$ cat src/rtl/operand_sweep_gen_pkg.sv
// Shared widths and state encoding for the operand sweep generator.
package operand_sweep_gen_pkg;

    localparam int W     = 8;
    localparam int CNT_W = 2 * W + 1;

    typedef enum logic [0:0] {
        IDLE = 1'b0,
        RUN  = 1'b1
    } state_e;

    // A range is usable only when neither axis is inverted.
    function automatic logic range_ok(input logic [W-1:0] a_lo, input logic [W-1:0] a_hi,
                                      input logic [W-1:0] b_lo, input logic [W-1:0] b_hi);
        return (a_lo <= a_hi) && (b_lo <= b_hi);
    endfunction

endpackage

$ cat src/rtl/operand_sweep_gen_idx_counter.sv
// Nested a/b index counter: b is the inner axis, a the outer one.
// Row and sweep ends are detected by comparing against the bounds before
// incrementing, so a bound of all-ones never wraps back to zero.
import operand_sweep_gen_pkg::*;

module sweep_idx_counter #(
    parameter int CW = 8
) (
    input  logic          clk,
    input  logic          rst_n,
    input  logic          load,
    input  logic          step,
    input  logic [CW-1:0] a_init,
    input  logic [CW-1:0] b_init,
    input  logic [CW-1:0] a_hi,
    input  logic [CW-1:0] b_lo,
    input  logic [CW-1:0] b_hi,
    output logic [CW-1:0] a,
    output logic [CW-1:0] b,
    output logic          last
);

    logic [CW-1:0] a_q, a_d;
    logic [CW-1:0] b_q, b_d;

    // Next index: load wins, otherwise advance b and roll into a at row end.
    always_comb begin
        a_d = a_q;
        b_d = b_q;
        if (load) begin
            a_d = a_init;
            b_d = b_init;
        end else if (step) begin
            if (b_q == b_hi) begin
                b_d = b_lo;
                a_d = a_q + CW'(1);
            end else begin
                b_d = b_q + CW'(1);
            end
        end
    end

    // Index registers.
    always_ff @(posedge clk or negedge rst_n) begin
        if (!rst_n) begin
            a_q <= '0;
            b_q <= '0;
        end else begin
            a_q <= a_d;
            b_q <= b_d;
        end
    end

    assign a    = a_q;
    assign b    = b_q;
    assign last = (a_q == a_hi) && (b_q == b_hi);

endmodule

$ cat src/rtl/operand_sweep_gen.sv
// Operand sweep generator: walks a latched (a, b) rectangle and presents each
// pair on a valid/ready handshake, with done/cfg_err pulses and a pair count.
import operand_sweep_gen_pkg::*;

module operand_sweep_gen #(
    parameter int W     = operand_sweep_gen_pkg::W,
    parameter int CNT_W = 2 * W + 1
) (
    input  logic             clk,
    input  logic             rst_n,
    input  logic             start,
    input  logic             abort,
    input  logic [W-1:0]     a_lo,
    input  logic [W-1:0]     a_hi,
    input  logic [W-1:0]     b_lo,
    input  logic [W-1:0]     b_hi,
    output logic [W-1:0]     a_out,
    output logic [W-1:0]     b_out,
    output logic             out_valid,
    input  logic             out_ready,
    output logic             busy,
    output logic             done,
    output logic             cfg_err,
    output logic [CNT_W-1:0] pair_cnt
);

    state_e           state_q, state_d;
    logic             vld_q, vld_d;
    logic             done_q, done_d;
    logic             err_q, err_d;
    logic [CNT_W-1:0] cnt_q, cnt_d;
    // a_lo is only consumed at load time; the outer axis never rewinds, so
    // only the three bounds used mid-sweep are kept.
    logic [W-1:0]     a_hi_q, a_hi_d;
    logic [W-1:0]     b_lo_q, b_lo_d;
    logic [W-1:0]     b_hi_q, b_hi_d;

    logic             ld, step, last;
    logic             cfg_ok;

    assign cfg_ok = (a_lo <= a_hi) && (b_lo <= b_hi);

    // FSM, handshake accounting and bound latching.
    always_comb begin
        state_d = state_q;
        vld_d   = vld_q;
        done_d  = 1'b0;
        err_d   = 1'b0;
        cnt_d   = cnt_q;
        a_hi_d  = a_hi_q;
        b_lo_d  = b_lo_q;
        b_hi_d  = b_hi_q;
        ld      = 1'b0;
        step    = 1'b0;
        unique case (state_q)
            IDLE: begin
                if (start) begin
                    if (cfg_ok) begin
                        ld      = 1'b1;
                        a_hi_d  = a_hi;
                        b_lo_d  = b_lo;
                        b_hi_d  = b_hi;
                        cnt_d   = '0;
                        vld_d   = 1'b1;
                        state_d = RUN;
                    end else begin
                        err_d = 1'b1;
                    end
                end
            end
            RUN: begin
                // Abort beats a same-cycle handshake; that pair is dropped.
                if (abort) begin
                    vld_d   = 1'b0;
                    state_d = IDLE;
                end else if (vld_q && out_ready) begin
                    cnt_d = cnt_q + CNT_W'(1);
                    if (last) begin
                        vld_d   = 1'b0;
                        done_d  = 1'b1;
                        state_d = IDLE;
                    end else begin
                        step = 1'b1;
                    end
                end
            end
            default: state_d = IDLE;
        endcase
    end

    // Control and status registers.
    always_ff @(posedge clk or negedge rst_n) begin
        if (!rst_n) begin
            state_q <= IDLE;
            vld_q   <= 1'b0;
            done_q  <= 1'b0;
            err_q   <= 1'b0;
            cnt_q   <= '0;
            a_hi_q  <= '0;
            b_lo_q  <= '0;
            b_hi_q  <= '0;
        end else begin
            state_q <= state_d;
            vld_q   <= vld_d;
            done_q  <= done_d;
            err_q   <= err_d;
            cnt_q   <= cnt_d;
            a_hi_q  <= a_hi_d;
            b_lo_q  <= b_lo_d;
            b_hi_q  <= b_hi_d;
        end
    end

    sweep_idx_counter #(.CW(W)) u_idx (
        .clk    (clk),
        .rst_n  (rst_n),
        .load   (ld),
        .step   (step),
        .a_init (a_lo),
        .b_init (b_lo),
        .a_hi   (a_hi_q),
        .b_lo   (b_lo_q),
        .b_hi   (b_hi_q),
        .a      (a_out),
        .b      (b_out),
        .last   (last)
    );

    assign out_valid = vld_q;
    assign busy      = (state_q == RUN);
    assign done      = done_q;
    assign cfg_err   = err_q;
    assign pair_cnt  = cnt_q;

endmodule

$ cat config.mk
export PLATFORM = sky130hd
export DESIGN_NAME = operand_sweep_gen
export DESIGN_NICKNAME = d
export VERILOG_FILES = /design/src/rtl/operand_sweep_gen_pkg.sv /design/src/rtl/operand_sweep_gen_idx_counter.sv /design/src/rtl/operand_sweep_gen.sv
export SDC_FILE = /design/constraint.sdc
export NUM_CORES = 1
export LEC_CHECK = 0
export CORE_AREA = 3 3 84 86
export DETAILED_ROUTE_END_ITERATION = 7
export DIE_AREA = 0 0 87 89
export DONT_BUFFER_PORTS = 1
export PLACE_DENSITY = 0.73
export SYNTH_ARGS = -nofsm -noshare
export SYNTH_HDL_FRONTEND = slang
export SYNTH_HIERARCHICAL = 1
export SYNTH_SLANG_ARGS = --single-unit
$ cat constraint.sdc
create_clock -name clk -period 2.4 [get_ports clk]
set_clock_uncertainty 0.1 [all_clocks]
set_input_delay 0.36 -clock clk [delete_from_list [all_inputs] [get_ports clk]]
set_output_delay 0.36 -clock clk [all_outputs]
set_load 0.01 [all_outputs]
# After elaboration in Yosys (flattened, before gate mapping)
# Cells that the tools add are included.
dict set report totals {
  elab_cells 67
  register_bits 61
}
dict set report op_classes {
  addsub 3
  n_bitwise 1
  eq_ne 8
  mux 34
  magnitude_cmp 2
  n_reduce_logical 9
}
# op n
set ops {}
lappend ops {{$mux W17} 4}
lappend ops {{$mux W8} 6}
lappend ops {{$pmux W17 S2} 1}
lappend ops {{$mux W1} 21}
lappend ops {{$add A17 B1 Y17 const B} 1}
lappend ops {{$add A8 B1 Y8 const B} 2}
lappend ops {{$eq A8 B8 Y1} 2}
lappend ops {{$le A8 B8 Y1} 2}
lappend ops {{$reduce_and A4 Y1} 2}
lappend ops {{$ne A2 B2 Y1 const B} 3}
lappend ops {{$ne A3 B2 Y1 const B} 2}
lappend ops {{$pmux W1 S2} 2}
lappend ops {{$reduce_bool A2 Y1} 2}
lappend ops {{$logic_and A1 B1 Y1} 3}
lappend ops {{$reduce_and A3 Y1} 1}
lappend ops {{$ne A2 B1 Y1 const B} 1}
lappend ops {{$reduce_and A2 Y1} 1}
lappend ops {{$not A1 Y1} 1}

# Depth between registers and ports, before layout
# Gate-level depths: netlist of the first run.
dict set report logic_depth {
  depth_word 8
  depth_mapped 13
}

# By module
# The synthesis of the first run kept the hierarchy.
# mod instances area_each_um2 cells_each seq_area_each_um2
set by_module_without_submodules {}
lappend by_module_without_submodules {operand_sweep_gen 1 2367.3 224 1126.1}
lappend by_module_without_submodules {sweep_idx_counter 1 1217.4 133 400.4}

# Worst setup path before layout of the first run
# No wires, ideal clock.
dict set report synth_path {
  path_type {input-to-reg}
  start {in b_hi[1]}
  end {reg u_idx.b_q[6] (netlist: u_idx/b[6])}
  path_buffers 1
  t_arrival_ns 2.208
  setup_ns 0.124
  path_slack_ns -0.032
  path_stages 13
  t_required_ns 2.176
  cell_sequence {inv_1 > ha_1 > nor2b_1 > o211ai_1 > a21oi_1 > o22ai_1 > nand3_1 > inv_1 > buf_2 > inv_1 > nand2_1 > a211oi_1 > a211o_1}
}
dict set report synth_between {
  elab_chain_cells 6
  elab_cells_between_ends 7
}
# element line_no
set synth_lines {}
lappend synth_lines {{start, declared} operand_sweep_gen.sv:16} ;# input logic [W-1:0] b_hi,
lappend synth_lines {{$le A8 B8 Y1 (*)} operand_sweep_gen.sv:41} ;# assign cfg_ok = (a_lo <= a_hi) && (b_lo <= b_hi);
lappend synth_lines {{$logic_and A1 B1 Y1 (*)} operand_sweep_gen.sv:41}
lappend synth_lines {{$mux W1 (*)} operand_sweep_gen.sv:58} ;# if (cfg_ok) begin
lappend synth_lines {{$mux W1 (*)} operand_sweep_gen.sv:57} ;# if (start) begin
lappend synth_lines {{$mux W1 (*)} operand_sweep_gen.sv:55} ;# unique case (state_q)
lappend synth_lines {{via ld} operand_sweep_gen.sv:38} ;# logic ld, step, last;
lappend synth_lines {{$mux W8 or $reduce_bool A2 Y1 (tied branches)} n/a}
lappend synth_lines {{end signal, assigned} operand_sweep_gen_idx_counter.sv:47} ;# b_q <= '0;
lappend synth_lines {{end signal, assigned} operand_sweep_gen_idx_counter.sv:50} ;# b_q <= b_d;
lappend synth_lines {{end, declared} operand_sweep_gen_idx_counter.sv:24} ;# logic [CW-1:0] b_q, b_d;
# Mark *: on every way through the listed nets, which the timed path passes. The rest lies on a longest branch.
# A chain may end at the register's enable or synchronous reset.

# Final worst setup path of the first run
dict set report layout_path {
  start {reg u_idx.b_q[3] (netlist: u_idx/b[3])}
  end {reg u_idx.a_q[6] (netlist: u_idx/a[6])}
}
dict set report layout_between {
  elab_chain_cells 8
  elab_cells_between_ends 9
}
# element line_no
set layout_lines {}
lappend layout_lines {{$eq A8 B8 Y1} operand_sweep_gen_idx_counter.sv:56} ;# assign last = (a_q == a_hi) && (b_q == b_hi);
lappend layout_lines {{$logic_and A1 B1 Y1} operand_sweep_gen_idx_counter.sv:56}
lappend layout_lines {{via last} operand_sweep_gen.sv:38}
lappend layout_lines {{$mux W1} operand_sweep_gen.sv:78} ;# if (last) begin
lappend layout_lines {{$mux W1} operand_sweep_gen.sv:76} ;# end else if (vld_q && out_ready) begin
lappend layout_lines {{$mux W1} operand_sweep_gen.sv:73} ;# if (abort) begin
lappend layout_lines {{$mux W1} operand_sweep_gen.sv:55}
lappend layout_lines {{via step} operand_sweep_gen.sv:38}
lappend layout_lines {{$reduce_bool A2 Y1 (no source line)} n/a}
lappend layout_lines {{$reduce_and A2 Y1 (no source line)} n/a}
lappend layout_lines {{end signal, assigned} operand_sweep_gen_idx_counter.sv:46} ;# a_q <= '0;
lappend layout_lines {{end signal, assigned} operand_sweep_gen_idx_counter.sv:49} ;# a_q <= a_d;
lappend layout_lines {{end, declared} operand_sweep_gen_idx_counter.sv:23} ;# logic [CW-1:0] a_q, a_d;
# The timed path passes the listed nets, and every way through them passes these cells.

==> results of run 1 <==
## through the flow
stage / instances / setup WS, ns
2_1_floorplan: 357 / 0.0438
3_3_place_gp: 455 / 0.0197
3_5_place_dp: 455 / -0.0277
4_1_cts: 474 / 0.0419
5_1_grt: 474 / 0.0337
6_report: 474 / 0.0721
## power groups by stage
stage | Clock [mW] | Combinational (mW) | Sequential [mW]
after CTS | 1.05 | 1.55 | 1.62
after global placement | 0 | 1.46 | 1.62
after global routing | 1.09 | 1.72 | 1.66
final | 1.03 | 1.57 | 1.62
after detailed placement | 0 | 1.50 | 1.64
after floorplan | 0 | 0.900 | 1.72
## Yosys cell counts (all sizes together)
master	number	share of area (%)
a211o	1	0.24
a211oi	1	0.21
a21o	2	0.42
a21oi	20	2.8
a22o	4	0.98
a31oi	3	0.52
and2	4	0.70
and3	11	1.9
and4	3	0.73
buf	5	0.77
clkbuf	5	0.52
dfrtp	61	43
ha	19	6.6
inv	22	2.3
mux2	25	7.9
mux2i	10	2.8
nand2	29	3.0
nand3	12	1.7
nand4	13	2.6
nor2	12	1.3
nor2b	3	0.52
nor3	10	1.5
nor4	5	0.87
o211ai	2	0.42
o21ai	28	3.9
o22ai	2	0.35
o2bb2ai	6	1.5
o311a	2	0.56
o31ai	2	0.42
or3	2	0.35
or4	2	0.42
xnor2	28	7.9
xor2	3	0.73
## area by class of cell
cell class	count	area, µm²
clock buffer	14	193
clock inverter	2	37.5
fill	529	2200
inverter	22	82.6
multi-input combinational	264	1940
sequential	61	1530
tap	77	96.3
timing repair buffer	34	280
## cells by family (layout without fill, tap and decap cells)
family / Yosys count / after routing / synth area share [%]
AO/OA/AOI/OAI: 73 / 73 / 12.3
XOR/XNOR: 31 / 31 / 8.62
adder cells (fa/ha/maj): 19 / 19 / 6.63
buffers and inverters: 32 / 72 / 3.60
flip-flops: 61 / 61 / 42.6
multiplexers: 35 / 35 / 10.6
AND/OR/NAND/NOR: 106 / 106 / 15.6
## what timing repair did
item,CTS,global route
hold buffers,3,0
resized for setup,0,2
setup endpoints to repair,0,5
endpoints found under the hold margin,62,0
## worst paths after layout
path                                                to  cells past startpoint  slack [ns]              startpoint
worst max-delay path            u_idx/a[6]$_DFFE_PN0P_                      9        0.07  u_idx/b[3]$_DFFE_PN0P_
worst min-delay path            u_idx/a[2]$_DFFE_PN0P_                      2        0.04                 a_lo[2]
worst max register to register  u_idx/a[6]$_DFFE_PN0P_                      9        0.07  u_idx/b[3]$_DFFE_PN0P_
worst min register to register   b_lo_q[0]$_DFFE_PN0P_                      1        0.42   b_lo_q[0]$_DFFE_PN0P_
max in group asynchronous        b_lo_q[0]$_DFFE_PN0P_                      2        1.48                   rst_n
min in group asynchronous       u_idx/a[2]$_DFFE_PN0P_                      2        0.45                   rst_n
## flip-flops by register name, indices dropped and copies added (netlist names)
name	cells
a_hi_q	8
cfg_err	1
done	1
u_idx/a	8
out_valid	1
u_idx/b	8
busy	1
b_lo_q	8
pair_cnt	17
b_hi_q	8
## routing by layer
layer | global-route usage, % | up-vias
li1 | - | 1357
met4 | 11.5 | 0
met2 | 40.0 | 121
met1 | 29.3 | 1373
met5 | 0 | -
met3 | 8.11 | 15
## placed cells by master, fill, tap and decap left out, types with 3 or more instances in the layout
cell type | Yosys | layout
dfrtp_1 | 61 | 61
buf_4 | 1 | 31
nand2_1 | 29 | 29
mux2_2 | 25 | 25
xnor2_1 | 23 | 23
o21ai_0 | 22 | 22
inv_1 | 21 | 21
a21oi_1 | 20 | 20
ha_1 | 19 | 19
clkbuf_8 | 0 | 14
nand3_1 | 12 | 12
and3_1 | 11 | 11
nand4_1 | 11 | 11
nor2_1 | 12 | 11
mux2i_1 | 10 | 10
nor3_1 | 9 | 8
o2bb2ai_1 | 6 | 6
o21ai_1 | 6 | 6
nor4_1 | 5 | 5
xnor2_2 | 5 | 5
and2_1 | 4 | 4
a22o_1 | 4 | 4
nor2b_1 | 3 | 3
xor2_1 | 3 | 3
a31oi_1 | 3 | 3
and4_1 | 3 | 3
==> flow_metrics.env, run 1 <==
export IMPL_via_per_inst=6.05
export IMPL_setup_viol=0
export IMPL_holdWs_ns=0.0371
export IMPL_status="completed"
export IMPL_grt_pass1_vias=2980
export IMPL_holdCritPathClass="primary input to flip-flop"
export IMPL_postCtsSetupBuffers=0
export IMPL_antenna_left=0
export IMPL_grt_use_total_pct=24.5
export IMPL_worstPathRequired_ns=2.53
export IMPL_slowest_stage="dfrtp_1"
export IMPL_drv_slew=0
export IMPL_wl_met1_um=3630
export IMPL_clockBufferDepth=2
export IMPL_syn_avg_cell_area_um2=10.0
export IMPL_via_count=2866
export IMPL_worstSetupPathType="flip-flop to flip-flop"
export IMPL_cts_tree="done"
export IMPL_die_h_um=89
export IMPL_routed_wl_um=8940
export IMPL_ir_worst_vdd_mv=0.601
export IMPL_clkLatencyLatePin_ns=0.35
export IMPL_rows=29
export IMPL_power_frac_seq_pct=38.4
export IMPL_fmax_ghz=0.430
export IMPL_core_area_um2=6350
export IMPL_wl_met2_um=4280
export IMPL_drt_iter0_drc=169
export IMPL_maxSlewHeadroom_pct=69.8
export IMPL_synth_area_um2=3580
export IMPL_synth_seq_area_share_pct=42.6
export IMPL_p_sw_mw=1.50
export IMPL_ys_types=39
export IMPL_finalHoldViolations=0
export IMPL_synth_fp_nets=413
export IMPL_cpPeakStageDelay_ns=0.42
export IMPL_start_util_pct=56.5
export IMPL_io_buffers=0
export IMPL_power_frac_comb_pct=37.1
export IMPL_arrival_ns=2.46
export IMPL_final_cell_area_um2=4150
export IMPL_highest_layer="met4"
export IMPL_place_congestion=0.876
export IMPL_diodes=0
export IMPL_cp_max_fo=4
export IMPL_worst_pin_slew_ns=0.448
export IMPL_drv_cap=0
export IMPL_rsz0062_at_grt="no"
export IMPL_synth_cells=357
export IMPL_grt_pass1_wl_um=14500
export IMPL_yosysWarnings=6
export IMPL_p_sw_share_pct=35.7
export IMPL_cts_root_buffer="clkbuf_8"
export IMPL_p_int_mw=2.71
export IMPL_post_route_period_util_pct=97.0
export IMPL_dieArea_um2=7740
export IMPL_htree_levels=3
export IMPL_area_growth_pct=15.8
export IMPL_final_layout_size_suffix_gt1_share_pct=21.2
export IMPL_worst_path_buf_inv=0
export IMPL_dpl_cell_area_um2=3870
export IMPL_grt_ovfl_total=0
export IMPL_wl_per_cell_um=18.9
export IMPL_clk_pin_slew_ns=0.07
export IMPL_cp_cell_sequence="xnor2_2 -> and4_1 -> nand2_1 -> nor3_2 -> nor2_2 -> nand4_1 -> nor4_1 -> xnor2_1 -> o21ai_1"
export IMPL_pwr_share_clk_pct=24.5
export IMPL_ys_seq_elements=61
export IMPL_antenna_found_initial=0
export IMPL_end_kind="flip-flop"
export IMPL_startpoint_type="flip-flop"
export IMPL_leakage_nw=1.89
export IMPL_total_power_mw=4.22
export IMPL_hpwl_um=6460
export IMPL_io_pins=74
export IMPL_grt_max_degree=62
export IMPL_critPathTopFamily="simple AND/OR/NAND/NOR gates"
export IMPL_drc_errors=0
export IMPL_clock_sinks=61
export IMPL_firstDrtPassIters=4
export IMPL_wl_met3_um=840
export IMPL_setup_tns_ns=0
export IMPL_min_period_ns=2.33
export IMPL_final_util_pct=65.4
export IMPL_die_w_um=87
export IMPL_numCtsBuffers=9
export IMPL_nNetsFinal=448
export IMPL_cellPowerDensity_nw_per_um2=1020
(Power assumes the default switching activity.)
==> run 2: changes to the inputs <==
--- a/config.mk
+++ b/config.mk
@@ -10,6 +10,7 @@
 export DIE_AREA = 0 0 87 89
 export DONT_BUFFER_PORTS = 1
 export PLACE_DENSITY = 0.73
+export RECOVER_POWER = 100
 export SYNTH_ARGS = -nofsm -noshare
 export SYNTH_HDL_FRONTEND = slang
 export SYNTH_HIERARCHICAL = 1
==> run 2 against run 1 <==
The flow now finishes with violations (max-capacitance violations, max-slew violations). Count of clock-buffer cells in the layout stayed put. Routed wire length is 0.51% higher. Sequential share of layout area is 0.95 points higher. Critical endpoint unchanged. Register-to-register slack hardly changed. First-iteration DRC count is 5.3% lower. Fmax is 0.64% higher. Via count is 0.80% higher. Sequential power hardly changed. Utilization is 1.7 points lower. Die area stayed put. Final cell count stayed put.
==> flow_metrics.env, run 2 (synthesis results as in run 1) <==
export IMPL_cts_tree="done"
export IMPL_startpoint_type="flip-flop"
export IMPL_min_path_cells=2
export IMPL_setup_tns_ns=0
export IMPL_grt_max_degree=62
export IMPL_min_period_ns=2.31
export IMPL_area_growth_pct=12.9
export IMPL_holdWs_ns=0.0329
export IMPL_firstDrtPassIters=4
export IMPL_final_cell_area_um2=4050
export IMPL_dieArea_um2=7740
export IMPL_via_count=2889
export IMPL_power_frac_seq_pct=39.3
export IMPL_dp_cells=455
export IMPL_clock_sinks=61
export IMPL_instances_no_fill=474
export IMPL_pre_cts_slack_ns=-0.0277
export IMPL_hpwl_um=6460
export IMPL_start_util_pct=56.5
export IMPL_holdCritPathClass="primary input to flip-flop"
export IMPL_grt_use_total_pct=24.5
export IMPL_grt_ovfl_total=0
export IMPL_pwr_share_clk_pct=25.2
export IMPL_worstPathRequired_ns=2.52
export IMPL_multi_input_area_um2=1940
export IMPL_core_area_um2=6350
export IMPL_drc_errors=0
export IMPL_io_buffers=0
export IMPL_routed_wl_um=8980
export IMPL_nNetsFinal=448
export IMPL_power_frac_comb_pct=35.5
export IMPL_status="complete, but fails checks"
export IMPL_cp_max_fo=4
export IMPL_ff2ff_path_depth=9
export IMPL_arrival_ns=2.43
export IMPL_htree_levels=3
export IMPL_maxSlewHeadroom_pct=-1.44
export IMPL_die_w_um=87
export IMPL_largest_reg_flops=17
export IMPL_regArea_um2=1530
export IMPL_final_layout_size_suffix_gt1_share_pct=16.1
export IMPL_drt_iter0_drc=160
export IMPL_grt_pass1_wl_um=14500
export IMPL_end_kind="flip-flop"
export IMPL_rows=29
export IMPL_cts_root_buffer="clkbuf_8"
export IMPL_clk_pin_slew_ns=0.07
export IMPL_worstSetupPathType="flip-flop to flip-flop"
export IMPL_numCtsBuffers=9
export IMPL_fmax_ghz=0.432
export IMPL_clkLatencyLatePin_ns=0.35
export IMPL_final_common_cell="dfrtp_1"
export IMPL_io_pins=74
export IMPL_die_h_um=89
export IMPL_via_per_inst=6.09
export IMPL_post_route_period_util_pct=96.4
export IMPL_worst_pin_slew_ns=1.52
export IMPL_violations="max-capacitance violations, max-slew violations"
export IMPL_setup_viol=0
export IMPL_clockBufferDepth=2
export IMPL_cellPowerDensity_nw_per_um2=1020
export IMPL_antenna_found_initial=0
export IMPL_antenna_left=0
export IMPL_drv_cap=1
export IMPL_diodes=0
export IMPL_layout_common_cells="61 x dfrtp_1, 29 x nand2_1, 25 x o21ai_0, 25 x mux2_2, 23 x xnor2_1"
export IMPL_total_power_mw=4.11
export IMPL_ir_worst_vdd_mv=0.598
export IMPL_rsz0062_at_grt="no"
export IMPL_finalHoldViolations=0
export IMPL_p_sw_mw=1.50
export IMPL_fillCellCount=559
export IMPL_final_util_pct=63.7
export IMPL_setup_ws_ns=0.0869
export IMPL_dpl_cell_area_um2=3870
export IMPL_p_sw_share_pct=36.6
export IMPL_place_congestion=0.876
export IMPL_grt_pass1_vias=2980
export IMPL_wl_per_cell_um=19.0
export IMPL_p_int_mw=2.61
export IMPL_leakage_nw=1.80
export IMPL_drv_slew=62
[run 2: critical path: stages, from the launching register on]
cell     delay, ns
dfrtp_1       0.42
xnor2_2       0.17
and4_1        0.23
nand2_1       0.10
nor3_2        0.06
nor2_2        0.19
nand4_1       0.21
nor4_1        0.43
xnor2_1       0.19
o21ai_1       0.08
[run 2: layout make-up]
| cell class | count | share of cell area (%) |
|---|---|---|
| Inverter | 22 | 2.04 |
| Clock inverter | 2 | 0.927 |
| Multi-Input combinational cell | 264 | 47.9 |
| Tap cell | 77 | 2.38 |
| Clock buffer | 14 | 4.76 |
| Sequential cell | 61 | 37.7 |
| Timing Repair Buffer | 34 | 4.33 |
[run 2: power groups by stage]
stage / logic (mW) / clock network [mW] / registers [mW]
after floorplan: 0.900 / 0 / 1.72
after global placement: 1.46 / 0 / 1.62
after detailed placement: 1.50 / 0 / 1.64
after CTS: 1.55 / 1.05 / 1.62
after global routing: 1.61 / 1.09 / 1.65
final: 1.46 / 1.03 / 1.62
[run 2: timing repair]
item | 4_1_cts | 5_1_grt
gates resized for setup | 0 | 2
hold endpoints to repair | 62 | 0
hold buffers | 3 | 0
buffers inserted | 0 | 0
setup endpoints to repair | 0 | 5
[run 2: metal layers]
layer | global-route usage (%) | vias to the layer above | share of wire, %
li1 | - | 1363 | -
met1 | 29.3 | 1389 | 41
met2 | 40.0 | 120 | 48
met3 | 8.11 | 17 | 9.0
met4 | 11.5 | 0 | 2.2
met5 | 0 | - | 0
[run 2: path summary, 6_finish.rpt]
kind	from	end	slack (ns)
max reg2reg	u_idx/b[3]$_DFFE_PN0P_	u_idx/a[6]$_DFFE_PN0P_	0.09
max in group asynchronous	rst_n	b_hi_q[7]$_DFFE_PN0P_	0.44
min reg2reg	b_lo_q[0]$_DFFE_PN0P_	b_lo_q[0]$_DFFE_PN0P_	0.42
max	u_idx/b[3]$_DFFE_PN0P_	u_idx/a[6]$_DFFE_PN0P_	0.09
min in group asynchronous	rst_n	a_hi_q[6]$_DFFE_PN0P_	0.85
min	a_lo[3]	u_idx/a[3]$_DFFE_PN0P_	0.03
==> run 3: changes to the inputs <==
--- a/config.mk
+++ b/config.mk
@@ -5,11 +5,12 @@
 export SDC_FILE = /design/constraint.sdc
 export NUM_CORES = 1
 export LEC_CHECK = 0
-export CORE_AREA = 3 3 84 86
+export ABC_AREA = 1
+export CORE_AREA = 3 3 88 90
 export DETAILED_ROUTE_END_ITERATION = 7
-export DIE_AREA = 0 0 87 89
+export DIE_AREA = 0 0 91 93
 export DONT_BUFFER_PORTS = 1
-export PLACE_DENSITY = 0.73
+export PLACE_DENSITY = 0.75
 export RECOVER_POWER = 100
 export SYNTH_ARGS = -nofsm -noshare
 export SYNTH_HDL_FRONTEND = slang
==> run 3 against run 2 <==
Critical path depth increased by 2. Combinational power decreased by 3%. The flow still finishes with violations (max-capacitance violations, max-slew violations). Highest routed layer unchanged. Count of clock-buffer cells in the layout decreased by 1. Via count increased by 22%. Final cell count increased by 43%. Critical endpoint is now a_hi_q[5]$_DFFE_PN0P_. Hold slack got worse by 0.0022 ns. Non-clock buffer count decreased by 6. Flip-flop and latch count unchanged. Global-route usage decreased by 1.4 points.
==> flow_metrics.env, run 3 <==
export IMPL_pre_cts_slack_ns=0.00909
export IMPL_start_util_pct=56.5
export IMPL_hpwl_um=7000
export IMPL_synth_area_um2=4030
export IMPL_dpl_cell_area_um2=4200
export IMPL_worst_pin_slew_ns=1.51
export IMPL_dieArea_um2=8460
export IMPL_regArea_um2=1530
export IMPL_critPathLaunch="b_hi[7]"
export IMPL_grt_use_total_pct=23.1
export IMPL_setup_viol=0
export IMPL_grt_ovfl_total=0
export IMPL_final_common_cell="nand2_1"
export IMPL_worstSetupPathType="primary input to flip-flop"
export IMPL_htree_levels=3
export IMPL_cts_tree="done"
export IMPL_yosysMostFrequentCell="nand2_1"
export IMPL_diodes=0
export IMPL_firstDrtPassIters=5
export IMPL_arrival_ns=2.23
export IMPL_synth_area_leaders="dfrtp_1 38%, nand2_1 18%, nand3_1 6.6%, ha_1 5.9%, nor2_1 4.8%"
export IMPL_syn_avg_cell_area_um2=7.27
export IMPL_ys_seq_elements=61
export IMPL_clkLatencyLatePin_ns=0.34
export IMPL_cellPowerDensity_nw_per_um2=906
export IMPL_yosys_area_top_type="dfrtp_1"
export IMPL_synth_top_area_share_pct=37.8
export IMPL_final_layout_size_suffix_gt1_share_pct=7.59
export IMPL_synth_cells=555
export IMPL_via_count=3522
export IMPL_clock_sinks=61
export IMPL_grt_pass1_wl_um=15600
export IMPL_io_pins=74
export IMPL_ir_worst_vdd_mv=0.468
export IMPL_finalHoldViolations=0
export IMPL_drv_cap=1
export IMPL_grt_pass1_vias=3374
export IMPL_leakage_nw=2.26
export IMPL_synth_seq_area_share_pct=37.8
export IMPL_rows=31
export IMPL_via_per_inst=5.19
export IMPL_die_h_um=93
export IMPL_synth_fp_nets=611
export IMPL_end_kind="flip-flop"
export IMPL_drt_iter0_drc=211
export IMPL_place_congestion=0.828
export IMPL_area_growth_pct=7.63
export IMPL_final_cell_area_um2=4340
export IMPL_io_buffers=0
export IMPL_antenna_left=0
export IMPL_fmax_ghz=0.468
export IMPL_startpoint_type="primary input"
export IMPL_holdCritPathClass="primary input to flip-flop"
export IMPL_post_route_period_util_pct=89.1
export IMPL_status="complete, but fails checks"
export IMPL_r2r_start="u_idx/b[5]$_DFFE_PN0P_"
export IMPL_yosysWarnings=6
export IMPL_hold_start="a_hi[0]"
export IMPL_drv_slew=62
export IMPL_largest_reg_flops=17
export IMPL_fillCellCount=677
export IMPL_setup_ws_ns=0.262
export IMPL_ys_types=34
export IMPL_layout_common_cells="199 x nand2_1, 61 x dfrtp_1, 54 x nand3_1"
export IMPL_violations="max-capacitance violations, max-slew violations"
export IMPL_cp_max_fo=34
export IMPL_rsz0062_at_grt="no"
export IMPL_setup_tns_ns=0
export IMPL_maxSlewHeadroom_pct=-0.830
export IMPL_multi_input_area_um2=2120
export IMPL_routed_wl_um=9640
export IMPL_die_w_um=91
export IMPL_synth_edf_count=0
export IMPL_nNetsFinal=631
export IMPL_drc_errors=0
export IMPL_core_area_um2=7140
export IMPL_yosys_top_cells_count="197 x nand2_1, 61 x dfrtp_1, 53 x nand3_1, 52 x nor2_1, 51 x inv_1"
export IMPL_wl_per_cell_um=14.2
export IMPL_synthArstFlopShare_pct=100
export IMPL_clockBufferDepth=2
export IMPL_worstPathRequired_ns=2.49
export IMPL_total_power_mw=3.93
export IMPL_clk_pin_slew_ns=0.07
export IMPL_cts_root_buffer="clkbuf_8"
export IMPL_min_period_ns=2.14
export IMPL_grt_max_degree=62
export IMPL_numCtsBuffers=9
export IMPL_antenna_found_initial=0
export IMPL_synthFlopType="dfrtp_1"
run 3: per-stage QoR:
stage                     utilization [%]  cells  hold WS, ns
after floorplan                         -    555      -0.0356
after global placement               58.9    661      -0.0344
after detailed placement             58.9    661      -0.0344
after CTS                            62.3    679       0.0167
after global routing                 60.8    679       0.0156
final                                60.8    679       0.0307
run 3: power breakdown:
group / switching (mW) / internal [mW] / leakage [nW]
sequential: 0.245 / 1.31 / 0.795
combinational: 0.888 / 0.523 / 1.36
clock: 0.403 / 0.564 / 0.106
total: 1.54 / 2.40 / 2.26
run 3: final timing paths:
kind / slack [ns] / endpoint / cells after the start
hold reg to reg: 0.38 / b_lo_q[4]$_DFFE_PN0P_ / 2
hold / removal: 0.03 / a_hi_q[0]$_DFFE_PN0P_ / 2
max in group asynchronous: 0.44 / u_idx/a[4]$_DFFE_PN0P_ / 2
min in group asynchronous: 0.86 / b_lo_q[6]$_DFFE_PN0P_ / 2
setup / recovery: 0.26 / a_hi_q[5]$_DFFE_PN0P_ / 11
setup reg to reg: 0.31 / u_idx/b[6]$_DFFE_PN0P_ / 13
run 3: final cells by class:
type	count	area share, %
multi-input combinational	419	48.9
sequential	61	35.2
clock inverter	3	0.980
timing repair buffer	28	3.40
clock buffer	13	3.89
inverter	56	4.84
tap	99	2.85
run 3: per-layer routing:
layer  share of wire (%)  GRT usage [%]  up-vias
li1                    -              -     1778
met1                  42           29.4     1601
met2                  49           38.0      126
met3                 6.6           5.79       17
met4                 2.3           8.67        0
met5                   0              0        -
run 3: kinds of logic (layout without fill, tap and decap cells):
group | after synthesis | in the layout | synth area share [%]
buffers and inverters | 75 | 100 | 9.00
AND/OR/NAND/NOR | 331 | 331 | 35.3
AO/OA/AOI/OAI | 40 | 40 | 5.52
XOR/XNOR | 29 | 29 | 6.48
adder cells (fa/ha/maj) | 19 | 19 | 5.89
flip-flops | 61 | 61 | 37.8
run 3: timing repair:
item                                    in CTS  in global routing
gates resized for setup                      0                  2
hold buffers                                 2                  0
setup buffers                                0                  0
endpoints found under the setup margin       0                  8
endpoints found under the hold margin       61                  0
run 3: critical path, stage by stage:
cell and delay, ns:
inv_1 0.03, ha_1 0.28, nand2_1 0.07, nor2_1 0.21
nand2_1 0.08, nand2_1 0.06, nand2_1 0.07, nand3_1 0.12
buf_4 0.34, clkbuf_2 0.45, o21ai_0 0.15
